### src/rtl/button_debouncer.sv
// Debounces a raw button through a 2-flop synchronizer and a counting FSM; emits level, press/release pulses and counter enable.
// Latency N+2 clk edges from first high/low sample to accepted change; no backpressure, outputs registered.
module button_debouncer #(
    parameter int unsigned DEBOUNCE_CYCLES = 500_000,
    parameter int unsigned TOGGLE_MODE     = 1
) (
    input  logic clk,
    input  logic reset,
    input  logic btn_in,
    output logic btn_level,
    output logic press_pulse,
    output logic release_pulse,
    output logic enable_out
);

    localparam int unsigned CW = $clog2(DEBOUNCE_CYCLES + 1);
    localparam logic [CW-1:0] CNT_ONE  = CW'(1);
    localparam logic [CW-1:0] CNT_LAST = CW'(DEBOUNCE_CYCLES - 1);

    typedef enum logic [1:0] {
        IDLE_LOW  = 2'd0,
        WAIT_HIGH = 2'd1,
        IDLE_HIGH = 2'd2,
        WAIT_LOW  = 2'd3
    } state_t;

    logic          s1_q;
    logic          s2_q;
    state_t        state_q;
    logic [CW-1:0] cnt_q;
    logic [CW-1:0] cnt_inc_d;
    logic          btn_level_q;
    logic          press_q;
    logic          release_q;
    logic          enable_q;

    // btn_in is asynchronous; only s2_q is safe to use downstream.
    always_ff @(posedge clk or posedge reset) begin
        if (reset) begin
            s1_q <= 1'b0;
            s2_q <= 1'b0;
        end else begin
            s1_q <= btn_in;
            s2_q <= s1_q;
        end
    end

    assign cnt_inc_d = cnt_q + CNT_ONE;

    always_ff @(posedge clk or posedge reset) begin
        if (reset) begin
            state_q     <= IDLE_LOW;
            cnt_q       <= '0;
            btn_level_q <= 1'b0;
            press_q     <= 1'b0;
            release_q   <= 1'b0;
            enable_q    <= 1'b0;
        end else begin
            press_q   <= 1'b0;
            release_q <= 1'b0;
            case (state_q)
                IDLE_LOW: begin
                    if (s2_q) begin
                        state_q <= WAIT_HIGH;
                        cnt_q   <= CNT_ONE;
                    end else begin
                        cnt_q <= '0;
                    end
                end
                WAIT_HIGH: begin
                    if (!s2_q) begin
                        state_q <= IDLE_LOW;
                        cnt_q   <= '0;
                    end else if (cnt_q == CNT_LAST) begin
                        state_q     <= IDLE_HIGH;
                        cnt_q       <= '0;
                        btn_level_q <= 1'b1;
                        press_q     <= 1'b1;
                        // Toggle mode flips on press only; level mode tracks btn_level.
                        if (TOGGLE_MODE != 0) begin
                            enable_q <= ~enable_q;
                        end else begin
                            enable_q <= 1'b1;
                        end
                    end else begin
                        cnt_q <= cnt_inc_d;
                    end
                end
                IDLE_HIGH: begin
                    if (!s2_q) begin
                        state_q <= WAIT_LOW;
                        cnt_q   <= CNT_ONE;
                    end else begin
                        cnt_q <= '0;
                    end
                end
                WAIT_LOW: begin
                    if (s2_q) begin
                        state_q <= IDLE_HIGH;
                        cnt_q   <= '0;
                    end else if (cnt_q == CNT_LAST) begin
                        state_q     <= IDLE_LOW;
                        cnt_q       <= '0;
                        btn_level_q <= 1'b0;
                        release_q   <= 1'b1;
                        if (TOGGLE_MODE == 0) begin
                            enable_q <= 1'b0;
                        end
                    end else begin
                        cnt_q <= cnt_inc_d;
                    end
                end
                default: begin
                    state_q <= IDLE_LOW;
                    cnt_q   <= '0;
                end
            endcase
        end
    end

    assign btn_level     = btn_level_q;
    assign press_pulse   = press_q;
    assign release_pulse = release_q;
    assign enable_out    = enable_q;

endmodule

### config.mk
export PLATFORM = sky130hd
export DESIGN_NAME = button_debouncer
export DESIGN_NICKNAME = d
export VERILOG_FILES = /design/src/rtl/button_debouncer.sv
export SDC_FILE = /design/constraint.sdc
export NUM_CORES = 1
export LEC_CHECK = 0
export CAP_MARGIN = 20
export CORE_MARGIN = 5
export CORE_UTILIZATION = 52
export CTS_CLUSTER_DIAMETER = 50
export DETAILED_ROUTE_END_ITERATION = 10
export PLACE_DENSITY_LB_ADDON = 0.12
export SYNTH_ARGS = -nofsm -noshare
export SYNTH_HDL_FRONTEND = slang
export SYNTH_SLANG_ARGS = --single-unit
### constraint.sdc
create_clock -name clk -period 2.25 [get_ports clk]
set_input_delay 0.225 -clock clk [delete_from_list [all_inputs] [get_ports clk]]
set_output_delay 0.225 -clock clk [all_outputs]
set_load 0.03 [all_outputs]
After elaboration in Yosys (flattened, before gate mapping)
Cells that the tools add are included.
{"block": "totals", "in_bits": 3, "reg_bits": 27}
{"block": "classes", "n_mux": 23, "n_reduce_logical": 5, "addsub": 1, "bitwise": 1, "n_eq_ne": 12}
{"cell": "$pmux 19 s4", "n": 1}
{"cell": "$mux 19", "n": 3}
{"cell": "$add 19x1->19 const B", "n": 1}
{"cell": "$eq 19x19->1 const B", "n": 1}
{"cell": "$mux 2", "n": 6}
{"cell": "$ne 2x2->1 const B", "n": 6}
{"cell": "$mux 1", "n": 11}
{"cell": "$pmux 2 s4", "n": 1}
{"cell": "$ne 3x3->1 const B", "n": 2}
{"cell": "$reduce_and 5->1", "n": 1}
{"cell": "$eq 2x2->1 const B", "n": 2}
{"cell": "$reduce_and 4->1", "n": 1}
{"cell": "$reduce_and 3->1", "n": 1}
{"cell": "$eq 2x1->1 const B", "n": 1}
{"cell": "$logic_not 2->1", "n": 1}
{"cell": "$pmux 1 s2", "n": 1}
{"cell": "$reduce_bool 2->1", "n": 1}
{"cell": "$not 1->1", "n": 1}

Logic depth before layout (Yosys ltp)
{"block": "logic_depth", "word_depth": 4, "mapped_depth": 7}

Worst setup path before layout
OpenSTA, ideal clock, no wires.
{"block": "synth_path", "path_type": "register -> register", "start": "register cnt_q[0]", "end": "register btn_level_q, in the netlist btn_level", "t_required_ns": 2.126, "n_path_buf": 1, "path_slack_ns": 0.495, "setup_time_ns": 0.124, "t_arrival_ns": 1.631, "stages_incl_launch_ff": 7, "path_cell_list": "dfrtp_1 > ha_1 > and4_1 > buf_4 > nand2_2 > or3b_1 > a211o_1"}
{"block": "synth_between", "elab_chain_len": 3, "word_cells_on_any_way": 4, "classes_between": "eq/ne: 3; reduce/logical: 1"}
{"element": "from (decl)", "line": "30", "source": "logic [CW-1:0] cnt_q;"}
{"element": "from (signal assigned)", "line": "86", "source": "cnt_q <= cnt_inc_d;"}
{"element": "from (signal assigned)", "line": "110", "source": "cnt_q <= cnt_inc_d;"}
{"element": "$eq 19x19->1 (*)", "line": "74, 101"}
{"element": "$ne 2x2->1 (no source line)"}
{"element": "$reduce_and 5->1 (no source line) (*)"}
{"element": "to (signal assigned)", "line": "54", "source": "btn_level_q <= 1'b0;"}
{"element": "to (signal assigned)", "line": "77", "source": "btn_level_q <= 1'b1;"}
{"element": "to (signal assigned)", "line": "104", "source": "btn_level_q <= 1'b0;"}
{"element": "to (decl)", "line": "32", "source": "logic btn_level_q;"}
Mark *: on every way between the ends. The rest lies on a longest branch, timed or not.
A chain may end at the register's enable or synchronous reset.

Worst setup path after layout
Ends and elaborated chain as after synthesis.

==> results by group <==
Routing
  • Final WL: 2.37 mm
  • DRC: 0
  • Vias: 952
  • Detailed Routing Iterations Pass 1: 4
  • 1st-iter DRT viols: 19
  • Average wire per cell in the routed design: 14.5 um
  • DRT antenna net count: 0
  • Vias/cell: 5.80

Worst setup path
  • CP Launch Type: register
  • CP Capture Type: register
  • R2R Path Start: cnt_q[0]
  • CP required: 2470 ps
  • CP arrival: 2190 ps
  • Crit-path max FO: 7
  • R2R depth: 5
  • Crit path launch: cnt_q[0]
  • CP Class: register to register

Synth
  • Register bit total from synthesis: 27
  • Syn Inst Count: 126
  • Synth Flop Type: dfrtp_1
  • Most frequent cell after synthesis: dfrtp_1
  • Post-synth ARST share: 1.00
  • Synth unique cells: 35
  • Synth area leader: dfrtp_1
  • Syn Nets: 130
  • Synth top cells by count: dfrtp_1 (27), nor2_1 (18), xor2_1 (9)
  • Largest cells by area after synthesis: dfrtp_1 (52%), xor2_1 (6.1%), nor2_1 (5.2%)
  • Syn Area/Cell: 10.3 um^2
  • Post-synth EDFFs: 0
  • Synth Cell Area: 1300 um^2
  • Sequential element share of the synthesized area: 0.520
  • Yosys warns: 0
  • Share of the synthesized area in the top cell type: 0.520

Pwr
  • Sw Share: 0.215
  • Sw power: 0.000156 W
  • Max VDD drop: 0.000326 V
  • LEAKAGE: 0.574 nW
  • Pint: 0.000569 W
  • Clock Power Share: 0.277
  • Sequential Power Share: 0.682
  • Pwr dens: 515 nW/um^2
  • Comb pwr share: 0.042

Clocking
  • Resized cells post-CTS: 0
  • Reg clk slew, reported paths: 130 ps
  • TritonCTS clock tree: built
  • CTS Sinks: 27
  • Post-CTS Hold Fix Bufs: 0
  • Clock buffer count from CTS: 3
  • Max clock buf depth: 2
  • H-tree depth: 1
  • Clock Latency Late Sink: 310 ps
  • Post-CTS Setup Inserts: 0
  • Clock root buffer: clkbuf_4

Final layout
  • Layout cell share with drive strength beyond 1: 0.0896
  • Antenna cells: 0
  • Fillers: 218
  • Area growth syn-to-layout: 8.57%
  • Nets: 139
  • Post-layout utilization of the core: 0.580

Global route
  • Antenna violations before repair: 0
  • First-pass GRT wire length: 4.18 mm
  • Vias in the first global route: 988
  • Total gr overflow: 0
  • Largest net degree at the start of global routing: 19
  • Global Route Usage Sum: 0.155

Floorplan
  • Die Span X: 60.0 um
  • Die area: 3600 um^2
  • Die height: 60.0 um
  • Core box area: 2430 um^2
  • Initial Util: 0.534
  • # IOs: 7
  • Num rows: 18

STA
  • Tcrit/Tclk final: 0.879
  • RSZ-0062 raised after global routing: false
  • Fin crit period: 1980 ps
  • Slew Viols, Final: 0
  • Final setup violation count: 0
  • Setup WS post-layout: 273 ps
  • Worst Tran Pin Value: 473 ps
  • Hold_ws: 215 ps
  • Clock Skews: 2.00 ps
  • Hold Vio Cnt, Final: 0
  • Total Neg Setup Slack: 0 ps
  • Slew HR: 0.684
  • Max frequency: 506 MHz

Run
  • Maxcap violations: 0

Run status
  • Status: completed

Worst hold path
  • Hold crit path type: input port to async pin

Place
  • DP HPWL: 1.72 mm
  • Dpl ws: 304 ps
  • I/O Buffers: 6
  • Gpl congestion: 0.790
-- critical path: stages, from the launching register on --
cell	delay, ps
dfrtp_1	410
ha_1	220
and4_1	380
nand2_2	140
or3b_1	430
a211o_1	310
-- path summary, 6_finish.rpt --
path	slack (ps)	to
max	270	btn_level
min	210	cnt_q[2]
max reg2reg	270	btn_level
min reg2reg	380	s2_q
max in group asynchronous	1470	cnt_q[13]
min in group clk	350	s1_q
-- sequential cells by signal, summed over array words and instances, names as in the netlist, named ones only --
signal and cells:
enable_out 1, state_q 1, btn_level 1, press_pulse 1, release_pulse 1, s1_q 1, cnt_q 19, s2_q 1
-- metrics by stage --
step	std cells	power (W)	area [um^2]
after detailed placement	160	0.000535	1380
final	164	0.000726	1410
after global placement	160	0.000534	1380
after CTS	164	0.000738	1410
after floorplan	126	0.000522	1300
after global routing	164	0.000770	1410
-- final cells by class --
type                    instances  area, um^2  share of cell area
multi-input cells              91         581               0.412
flip-flops and latches         27         676               0.479
well taps                      30        37.5              0.0266
clock buffers                   4        26.3              0.0186
repair buffers                  8        75.1              0.0532
inverters                       4        15.0              0.0106
-- layout by cell type (no fill, tap or decap), drive strengths merged --
| cell | instances |
|---|---|
| and4bb | 1 |
| clkdlybuf4s50 | 6 |
| xor2 | 9 |
| a211o | 1 |
| or4 | 2 |
| a211oi | 1 |
| nor3 | 1 |
| or3b | 1 |
| dfrtp | 27 |
| nor3b | 1 |
| nor4 | 4 |
| nand2 | 9 |
| clkbuf | 4 |
| inv | 4 |
| o21ai | 5 |
| nand4 | 6 |
| ha | 1 |
| nor2b | 1 |
| o31ai | 2 |
| and3b | 1 |
| and4 | 3 |
| xnor2 | 6 |
| nor2 | 18 |
| and3 | 2 |
| nor4b | 1 |
| or3 | 3 |
| nand3 | 7 |
| a21boi | 1 |
| a21oi | 4 |
| buf | 2 |
-- power by group through the flow --
stage	registers (W)	clock network, W	logic [W]
6_report	0.000495	0.000201	0.0000302
5_1_grt	0.000496	0.000239	0.0000353
4_1_cts	0.000495	0.000212	0.0000312
3_5_place_dp	0.000504	0	0.0000311
3_3_place_gp	0.000504	0	0.0000301
2_1_floorplan	0.000503	0	0.0000193
-- cell families after synthesis --
| family | synth area share |
|---|---|
| AND/OR/NAND/NOR | 0.269 |
| flip-flops | 0.520 |
| XOR/XNOR | 0.101 |
| AO/OA/AOI/OAI | 0.0674 |
| buffers and inverters | 0.0327 |
| adder cells (fa/ha/maj) | 0.00963 |
-- layer usage --
metal,part of all wire,track usage,vias to the layer above
met2,0.50,0.267,8
met5,0,0,-
met1,0.46,0.187,483
li1,-,-,459
met3,0.022,0.0194,2
met4,0.0088,0.0791,0
Note: power is estimated with default switching activity, not from simulation.
